[config.mk]
export PLATFORM = sky130hd
export DESIGN_NAME = notification_tx_packer
export DESIGN_NICKNAME = d
export VERILOG_FILES = /design/src/rtl/notification_tx_packer.sv
export SDC_FILE = /design/constraint.sdc
export NUM_CORES = 1
export LEC_CHECK = 0
export ABC_AREA = 1
export CORE_ASPECT_RATIO = 1.75
export CORE_MARGIN = 1
export CORE_UTILIZATION = 46
export CTS_CLUSTER_SIZE = 20
export DETAILED_ROUTE_END_ITERATION = 6
export PLACE_DENSITY = 0.76
export SETUP_SLACK_MARGIN = 0.05
export SLEW_MARGIN = 10
export SYNTH_ARGS = -nofsm -noshare
export SYNTH_HDL_FRONTEND = slang
export SYNTH_SLANG_ARGS = --single-unit
[constraint.sdc]
create_clock -name Clk -period 2.65 [get_ports Clk]
set_input_delay 0.3975 -clock Clk [delete_from_list [all_inputs] [get_ports Clk]]
set_output_delay 0.3975 -clock Clk [all_outputs]
set_load 0.005 [all_outputs]
[src/rtl/notification_tx_packer.sv]
// rtl/notification_tx_packer.sv - packs colour-manager event pulses into tagged bytes for the UART TX FIFO
//
// Purpose: holds one pending event per source (error, config notification,
// VGA notification) and sends them by fixed priority (error > config > VGA).
// Each event becomes one byte {tag[1:0], payload zero-extended to 6 bits}.
// Bytes go to the TX FIFO over a Wr_En/Full handshake.
//
// Optional feature: define NOTIF_HEARTBEAT_EN to send a heartbeat byte
// {2'b00, Config_Status} after HEARTBEAT_PERIOD idle cycles. This byte has the
// lowest priority.
//
// Ports:
//   Clk                        system clock, rising edge
//   rst_n                      synchronous reset, active-high (1 = reset)
//   Config_Notification(_Valid) config notification payload / one-cycle qualifier
//   Config_Error, Error_Valid  config error payload / one-cycle qualifier
//   VGA_Notification(_Valid)   VGA notification payload / one-cycle qualifier
//   Config_Status              status carried by heartbeat bytes
//   Full                       TX FIFO full
//   TXD_Data                   byte presented to the TX FIFO
//   Wr_En                      TX FIFO write request
//   Busy                       any slot pending or a byte in flight
//   Drop_Count                 saturating count of overwritten, unsent events
module notification_tx_packer #(
  parameter int UART_DATA_WIDTH           = 8,
  parameter int CONFIG_NOTIFICATION_WIDTH = 4,
  parameter int CONFIG_ERROR_WIDTH        = 4,
  parameter int VGA_NOTIFICATION_WIDTH    = 4,
  parameter int CONFIG_STATUS_WIDTH       = 4,
  parameter int HEARTBEAT_PERIOD          = 1000
) (
  input  logic                                 Clk,
  input  logic                                 rst_n,
  input  logic [CONFIG_NOTIFICATION_WIDTH-1:0] Config_Notification,
  input  logic                                 Config_Notification_Valid,
  input  logic [CONFIG_ERROR_WIDTH-1:0]        Config_Error,
  input  logic                                 Error_Valid,
  input  logic [VGA_NOTIFICATION_WIDTH-1:0]    VGA_Notification,
  input  logic                                 VGA_Notification_Valid,
  input  logic [CONFIG_STATUS_WIDTH-1:0]       Config_Status,
  input  logic                                 Full,
  output logic [UART_DATA_WIDTH-1:0]           TXD_Data,
  output logic                                 Wr_En,
  output logic                                 Busy,
  output logic [7:0]                           Drop_Count
);

  typedef enum logic {ST_IDLE, ST_SEND} state_t;

  state_t state_q, state_d;

  logic                                 pend_err_q, pend_cfg_q, pend_vga_q;
  logic [CONFIG_ERROR_WIDTH-1:0]        pay_err_q;
  logic [CONFIG_NOTIFICATION_WIDTH-1:0] pay_cfg_q;
  logic [VGA_NOTIFICATION_WIDTH-1:0]    pay_vga_q;

  logic                       any_pend;
  logic                       load_err, load_cfg, load_vga;
  logic                       hb_fire;
  logic [UART_DATA_WIDTH-1:0] txd_q, txd_d;
  logic [7:0]                 drop_q;
  logic                       drop_err, drop_cfg, drop_vga;
  logic [1:0]                 drop_sum;
  logic [9:0]                 drop_next;
  logic [UART_DATA_WIDTH-1:0] hb_byte;

  assign any_pend = pend_err_q | pend_cfg_q | pend_vga_q;

`ifdef NOTIF_HEARTBEAT_EN
  logic [15:0] idle_cnt_q;

  // Fires only on an idle edge with no pend, so real events always pre-empt it.
  assign hb_fire = (state_q == ST_IDLE) && !any_pend &&
                   (idle_cnt_q == 16'(HEARTBEAT_PERIOD - 1));
  assign hb_byte = UART_DATA_WIDTH'({2'b00, 6'(Config_Status)});

  always_ff @(posedge Clk) begin
    if (rst_n) begin
      idle_cnt_q <= 16'd0;
    end else if ((state_q == ST_IDLE) && !any_pend && !hb_fire) begin
      idle_cnt_q <= idle_cnt_q + 16'd1;
    end else begin
      idle_cnt_q <= 16'd0;
    end
  end
`else
  localparam int unused_hb_period = HEARTBEAT_PERIOD;
  logic unused_status;

  assign unused_status = ^Config_Status;
  assign hb_fire       = 1'b0;
  assign hb_byte       = '0;
`endif

  // Next-state / byte selection. A slot is only loaded from IDLE, so a byte in
  // SEND stays stable until the FIFO accepts it.
  always_comb begin
    state_d  = state_q;
    txd_d    = txd_q;
    load_err = 1'b0;
    load_cfg = 1'b0;
    load_vga = 1'b0;
    case (state_q)
      ST_IDLE: begin
        if (pend_err_q) begin
          load_err = 1'b1;
          txd_d    = UART_DATA_WIDTH'({2'b10, 6'(pay_err_q)});
          state_d  = ST_SEND;
        end else if (pend_cfg_q) begin
          load_cfg = 1'b1;
          txd_d    = UART_DATA_WIDTH'({2'b01, 6'(pay_cfg_q)});
          state_d  = ST_SEND;
        end else if (pend_vga_q) begin
          load_vga = 1'b1;
          txd_d    = UART_DATA_WIDTH'({2'b11, 6'(pay_vga_q)});
          state_d  = ST_SEND;
        end else if (hb_fire) begin
          txd_d    = hb_byte;
          state_d  = ST_SEND;
        end
      end
      ST_SEND: begin
        if (!Full) state_d = ST_IDLE;
      end
      default: state_d = ST_IDLE;
    endcase
  end

  always_ff @(posedge Clk) begin
    if (rst_n) begin
      state_q <= ST_IDLE;
      txd_q   <= '0;
    end else begin
      state_q <= state_d;
      txd_q   <= txd_d;
    end
  end

  // A new valid on a slot that is loaded on the same edge re-arms the slot.
  // That case is not a drop, because the old payload has just been sent on.
  assign drop_err  = Error_Valid               & pend_err_q & ~load_err;
  assign drop_cfg  = Config_Notification_Valid & pend_cfg_q & ~load_cfg;
  assign drop_vga  = VGA_Notification_Valid    & pend_vga_q & ~load_vga;
  assign drop_sum  = 2'(drop_err) + 2'(drop_cfg) + 2'(drop_vga);
  assign drop_next = {2'b00, drop_q} + 10'(drop_sum);

  always_ff @(posedge Clk) begin
    if (rst_n) begin
      pend_err_q <= 1'b0;
      pend_cfg_q <= 1'b0;
      pend_vga_q <= 1'b0;
      pay_err_q  <= '0;
      pay_cfg_q  <= '0;
      pay_vga_q  <= '0;
      drop_q     <= 8'd0;
    end else begin
      if (Error_Valid) begin
        pend_err_q <= 1'b1;
        pay_err_q  <= Config_Error;
      end else if (load_err) begin
        pend_err_q <= 1'b0;
      end
      if (Config_Notification_Valid) begin
        pend_cfg_q <= 1'b1;
        pay_cfg_q  <= Config_Notification;
      end else if (load_cfg) begin
        pend_cfg_q <= 1'b0;
      end
      if (VGA_Notification_Valid) begin
        pend_vga_q <= 1'b1;
        pay_vga_q  <= VGA_Notification;
      end else if (load_vga) begin
        pend_vga_q <= 1'b0;
      end
      drop_q <= (drop_next > 10'd255) ? 8'd255 : drop_next[7:0];
    end
  end

  assign TXD_Data   = txd_q;
  assign Wr_En      = (state_q == ST_SEND);
  assign Busy       = any_pend | (state_q == ST_SEND);
  assign Drop_Count = drop_q;

endmodule

### Word-level counts from Yosys, hierarchy flattened

Index checks and enable logic that the tools add are counted.

* register bits after elaboration: 32
* output and inout bits: 18
* input bits: 22
* logic and storage cells: 54

* magnitude comparators: 1
* muxes and demuxes: 23
* bitwise gates (word level): 13
* reductions and logical operators: 5
* add/sub/neg operators: 3

Operators by type and width (count)
* 2-to-1 mux 8 bit: 4
* 2-to-1 mux 1 bit: 18
* adder 8 x 2 -> 9 bit: 1
* > comparator 9 x 8 -> 1 bit (second input constant): 1
* bitwise AND 1 bit: 6
* nonzero test 2 bit: 3
* NOT 1 bit: 4
* bitwise OR 1 bit: 3
* nonzero test 3 bit: 1
* adder 1 x 1 -> 2 bit: 1
* adder 2 x 1 -> 2 bit: 1
* one-hot mux 1 bit (2 select lines): 1
* AND reduction 2 bit: 1

### Logic depth before layout (Yosys ltp)

Gate-level depths: netlist of run 1.

* depth in word-level cells: 10
* gate-level depth with buffers: 16

### Worst setup path before layout of run 1

OpenSTA, ideal clock, no wires.

* kind: reg-to-reg
* start point: register state_q (netlist: Wr_En)
* end point: register drop_q[5] (netlist: Drop_Count[5])
* path slack: 0.310 ns
* stages on the path, launching flop included: 16
* period minus slack after synthesis: 2.340 ns
* required time: 2.594 ns
* setup time: 0.056 ns
* arrival: 2.284 ns
* cells stage by stage: dfxtp_1 inv_1 nand2_1 nand3_1 fa_1 inv_1 ha_1 inv_1 fa_1 inv_1 nand2_2 inv_2 nand3_2 nand3_1 nand2_1 inv_1

* cells in the longest elaborated chain, start to end: 8
* elaborated cells between the ends (all ways): 14
* those cells by class: add/sub (3); order compare (1); mux (4); bitwise (6)

Ends and longest elaborated chain
* start: declaration: RTL line 50 `state_t state_q, state_d;`
* start signal: assignment: RTL line 134 `state_q <= state_d;`
* 2-to-1 mux 1 bit: RTL line 103 `case (state_q)`
* NOT 1 bit (on tied branches): RTL line 141, 142
* bitwise AND 1 bit (on tied branches): RTL line 141, 142
* adder 1 x 1 -> 2 bit: RTL line 144 `assign drop_sum = 2'(drop_err) + 2'(drop_cfg) + 2'(drop_vga);`
* adder 2 x 1 -> 2 bit (*): RTL line 144
* adder 8 x 2 -> 9 bit (*): RTL line 145 `assign drop_next = {2'b00, drop_q} + 10'(drop_sum);`
* > comparator 9 x 8 -> 1 bit: RTL line 175 `drop_q <= (drop_next > 10'd255) ? 8'd255 : drop_next[7:0];`
* 2-to-1 mux 8 bit (*): RTL line 175
* end signal: assignment: RTL line 175
* end: declaration: RTL line 61 `logic [7:0] drop_q;`

Every way passes the cells marked *; elsewhere a longest branch is shown, timed or not.
A chain may end at the register's enable or synchronous reset.

### Final worst setup path of run 1

* start point: register state_q (netlist: Wr_En)
* end point: register drop_q[6] (netlist: Drop_Count[6])

The elaborated chain is that of the path after synthesis.

==> reports/metrics.csv, run 1 <==
metric,value,unit
initial_core_util,47.9,%
clock_sinks,30,
cts_setup_buffers,0,
min_period,2400,ps
htreeDepth,2,
critical_path_class,reg2reg,
hp-class,reg2reg,
final_util,64.6,%
hold_viol,0,
startpoint_type,register,
cp_slowest_cell,fa_1,
grt_pass1_vias,1157,
cts_buffers,5,
leakage,0.842,nW
wl_per_cell,11.4,µm
r2r_end,Drop_Count[6],
die_h,74.7,µm
rsz0062_at_grt,no,
dp_slack,-260,ps
rr_startpoint,Wr_En,
grt_max_degree,24,
cp_common_cell,inv_1,
ff2ff_setup_slack,250,ps
dp_hpwl,2240,µm
grt.total_usage,21.0,%
cts_root_buf,clkbuf_8,
clock.fmax,0.416,GHz
ys_types,24,
startpoint,Wr_En,
vdd.ir_drop.worst,0.000397,V
reg2regPathDepth,14,
violations,design-rule violations,
port_buffers,33,
syn_to_final_growth,34.9,%
finalSetupViolations,0,
die-area,3250,µm²
rows,26,
drt_iter0_markers,28,
dr.pass1.iters,6,
required,2830,ps
tightest_slew,570,ps
synth_area,1390,µm²
cellPowerDensity,538,nW/µm²
nNetsFinal,262,
drc,2,
grt-ovfl-total,0,
cp-end-kind,register,
fill_cells,252,
outcome,"finished, violations left",
grt_pass1_wl,4860,µm
route.vias.total,1293,
ios,40,
antenna_found_initial,0,
final_common_cell,nor2_1,
slew_violations,0,
ant_nets,0,
setup_ws,246,ps
cts_tree,done,
cap_viol_max_count,0,
clkTransAtPathRegs,60,ps
path_cells,buf_4 > nand3_2 > fa_1 > inv_1 > ha_1 > inv_1 > fa_1 > inv_1 > nand2_2 > inv_2 > buf_4 > nand2_1 > nor2_1 > nor2_1,
syn_inst,191,
ctsHoldBuffers,0,
cp_max_fo,6,
layout_common_cells,"nor2_1, nand2_1, clkdlybuf4s50_1",
diodes,0,
seq_area_frac_synth,43.3,%
gp_congestion,0.834,
clk_latency,280,ps
post-route-period-util,90.7,%
critPathMaxStageDelay,490,ps
die_w,43.5,µm
clk_path_buf_depth,2,
avgSynthCellArea,7.26,µm²
drt-total-wl,3020,µm
endpoint,Drop_Count[6],
crit_arrival,2580,ps
viasPerCell,4.90,
skew,3.94,ps
slew_headroom,61.9,%
coreArea,2900,µm²
ys_warn_count,0,
drive_gt1_share,10.6,%
synth.ff_latch_count,30,
[worst min-delay path by stage]
| stage | depth (start not counted) | end | from |
|---|---|---|---|
| floorplan | 2 | pay_cfg_q[0] | pay_cfg_q[0] |
| global route | 2 | TXD_Data[6] | TXD_Data[6] |
| CTS | 2 | pend_vga_q | pend_vga_q |
| finish | 2 | pend_vga_q | pend_vga_q |
| global placement | 2 | pay_cfg_q[0] | pay_cfg_q[0] |
| detailed placement | 2 | TXD_Data[7] | TXD_Data[7] |
[cells by family after synthesis]
group           share of synthesized area (%)
flops                                    43.3
compound gates                           13.2
simple gates                             27.1
other cells                             0.270
buf+inv                                  10.9
xor+xnor                                0.631
fa+ha+maj                                4.69
[what timing repair did]
action / 4_1_cts / 5_1_grt
setup endpoints to repair: 1 / 4
resized for setup: 1 / 3
pin swaps: 0 / 2
[flip-flops by register name (all words and copies together) (netlist names)]
name        flops
Drop_Count      8
TXD_Data        6
Wr_En           1
pay_cfg_q       4
pay_err_q       4
pay_vga_q       4
pend_cfg_q      1
pend_err_q      1
pend_vga_q      1
[per-layer routing]
metal  track usage [%]  up-vias  wire length, µm  share of wire, %
met5                 0        -                0                 0
met4              10.4        0               57               1.9
met3              6.47        6              100               3.3
met2              38.0       28             1690                56
met1              21.5      579             1170                39
li1                  -      680                -                 -
[layout make-up]
| class | count | area [µm²] | share of cell area, % |
|---|---|---|---|
| Multi-Input combinational cell | 129 | 652 | 34.8 |
| Inverter | 27 | 101 | 5.41 |
| Sequential cell | 30 | 601 | 32.1 |
| Clock buffer | 7 | 76.3 | 4.08 |
| Timing Repair Buffer | 43 | 407 | 21.7 |
| Tap cell | 28 | 35.0 | 1.87 |
[metrics by stage]
step	area, µm²	hold WS [ps]	power [mW]	setup TNS, ps	instances
detailed placement	1780	463	0.681	-1600	257
floorplan	1390	434	0.595	0	192
global route	1870	507	1.06	0	264
finish	1870	476	1.01	0	264
global placement	1780	455	0.678	-905	257
CTS	1860	480	1.02	0	264
[cell usage after synthesis, drive strengths merged]
library cell	count	area share [%]
o21bai	1	0.54
dfxtp	30	43
o21ai	20	7.5
buf	6	3.6
nor2	41	12
nand2	35	9.6
inv	27	7.3
o211ai	2	1.1
ha	2	1.8
nand3	13	5.0
a21oi	9	4.1
xor2	1	0.63
nor3	1	0.72
conb	1	0.27
fa	2	2.9
[critical path: cells and delay by family (launching register included)]
family,cells,cell delay [ps]
adder cells (fa/ha/maj),3,1030
buffers and inverters,6,580
AND/OR/NAND/NOR,5,360
flip-flops,1,360
[report_power, final]
part / internal [mW] / switching (mW) / total (mW)
clock: 0.180 / 0.154 / 0.334
combinational: 0.0911 / 0.0799 / 0.171
sequential: 0.483 / 0.0185 / 0.502
No activity file was read; power rests on OpenSTA's default activity.
==> run 2: changes to the inputs <==
--- a/config.mk
+++ b/config.mk
@@ -8,10 +8,10 @@
 export ABC_AREA = 1
 export CORE_ASPECT_RATIO = 1.75
 export CORE_MARGIN = 1
-export CORE_UTILIZATION = 46
+export CORE_UTILIZATION = 30
 export CTS_CLUSTER_SIZE = 20
 export DETAILED_ROUTE_END_ITERATION = 6
-export PLACE_DENSITY = 0.76
+export PLACE_DENSITY = 0.53
 export SETUP_SLACK_MARGIN = 0.05
 export SLEW_MARGIN = 10
 export SYNTH_ARGS = -nofsm -noshare
==> run 2 against run 1 <==
The flow now finishes without violations; sequential share of layout area is 0.88 points lower; global-route usage is 5.5 points lower; power up 11%; maximum frequency decreased by 2.2%; final area grew 2.8%; die area increased by 51%; critical path type is now in2reg; critical endpoint unchanged; largest cell class unchanged.
==> reports/metrics.csv, run 2 (synthesis gave the netlist of run 1 again) <==
metric,value,unit
crit_buf_inv,5,
grt_pass1_wl,5490,µm
critical_path_class,in2reg,
ios,40,
startpoint_type,input pin,
antenna_found_initial,0,
clkTransAtPathRegs,70,ps
gp_congestion,0.731,
clk_latency,280,ps
outcome,finished clean,
required,2880,ps
route.top_layer_used,met4,
hold_viol,0,
dr.pass1.iters,4,
drc,0,
syn_to_final_growth,38.7,%
largest_reg_flops,8,
cp_max_fo,3,
wl_met3,88,µm
hold_start,pay_cfg_q[0],
layout_common_cells,"nor2_1, nand2_1, clkdlybuf4s50_1",
reg2regPathDepth,14,
rows,32,
die-area,4910,µm²
final.setup.tns,0,ps
m1WireLength,1170,µm
cp_slowest_cell,clkdlybuf4s50_1,
slew_headroom,62.3,%
fill_cells,488,
stdcell_count,287,
cts_setup_buffers,0,
die_w,53.4,µm
crit_arrival,2680,ps
wl_per_cell,11.5,µm
min_period,2460,ps
cap_viol_max_count,0,
dr_wl_met2,1950,µm
grt-ovfl-total,0,
htreeDepth,2,
cp-end-kind,register,
cp_common_cell,inv_1,
ctsHoldBuffers,0,
startpoint,VGA_Notification_Valid,
drt-total-wl,3290,µm
grt_max_degree,24,
finalSetupViolations,0,
path_cells,clkdlybuf4s50_1 > nand3_1 > fa_1 > inv_1 > ha_1 > inv_1 > fa_2 > inv_1 > nand2_2 > inv_2 > nand2_1 > o21ai_2 > nand2_1 > nor2_1,
port_buffers,33,
tightest_slew,564,ps
skew,8.70,ps
finalPower,1.12,mW
slew_violations,0,
hold_end,pay_cfg_q[0],
leakage,0.844,nW
dp.cells,279,
grt_pass1_vias,1293,
final_common_cell,nor2_1,
viasPerCell,4.49,
cts_root_buf,clkbuf_8,
ff2ff_setup_slack,310,ps
die_h,92.0,µm
clock_sinks,30,
nNetsFinal,261,
clock.fmax,0.407,GHz
holdPathStages,2,
diodes,0,
clk_path_buf_depth,2,
crit_family,adder cells,
cts_buffers,5,
vdd.ir_drop.worst,0.000280,V
post_cts_resized,0,
dp_hpwl,2520,µm
cellPowerDensity,582,nW/µm²
r2r_end,Drop_Count[6],
coreArea,4400,µm²
hp-class,reg2reg,
drt_iter0_markers,34,
drive_gt1_share,11.0,%
grt.total_usage,15.5,%
rsz0062_at_grt,no,
route.vias.total,1288,
critPathMaxStageDelay,510,ps
rr_startpoint,Wr_En,
post-route-period-util,92.8,%
cts_tree,done,
ant_nets,0,
initial_core_util,31.5,%
==> run 2: tightest hold or removal path, delay by kind of cell (launching register included) <==
kind	cells	cell delay, ps
AO/OA/AOI/OAI	1	60
buffers and inverters	1	60
flip-flops	1	300
==> run 2: final cells by class <==
type                            count  area [µm²]  share of cell area, %
Clock buffer                        7        76.3                   3.97
Timing Repair Buffer               42         398                   20.7
Sequential cell                    30         601                   31.2
Tap cell                           51        63.8                   3.32
Inverter                           27         101                   5.27
Clock inverter                      1        30.0                   1.56
Multi-Input combinational cell    129         654                   34.0
==> run 2: worst max path at each step <==
stage,cells past startpoint,endpoint
2_1_floorplan,15,Drop_Count[5]
3_3_place_gp,14,Drop_Count[5]
3_5_place_dp,14,Drop_Count[5]
4_1_cts,14,Drop_Count[5]
5_1_grt,14,Drop_Count[6]
6_report,14,Drop_Count[6]
==> run 2: metrics by stage <==
step | setup WS [ps] | util, % | hold WS [ps] | area, µm²
4_1_cts | 111 | 43.4 | 467 | 1910
3_5_place_dp | -185 | 40.9 | 458 | 1800
2_1_floorplan | 310 | - | 434 | 1390
5_1_grt | 38.5 | 43.7 | 500 | 1920
6_report | 191 | 43.7 | 463 | 1920
3_3_place_gp | -180 | 40.9 | 453 | 1800
==> run 2: power breakdown <==
group | switching (mW) | internal [mW] | total [mW]
sequential | 0.0183 | 0.483 | 0.502
clock | 0.167 | 0.281 | 0.448
combinational | 0.0789 | 0.0910 | 0.170
==> run 2: routing by layer <==
metal / vias up / global-route usage (%)
met1: 572 / 14.7
met3: 6 / 2.99
li1: 681 / -
met5: - / 0
met4: 0 / 7.89
met2: 29 / 29.1
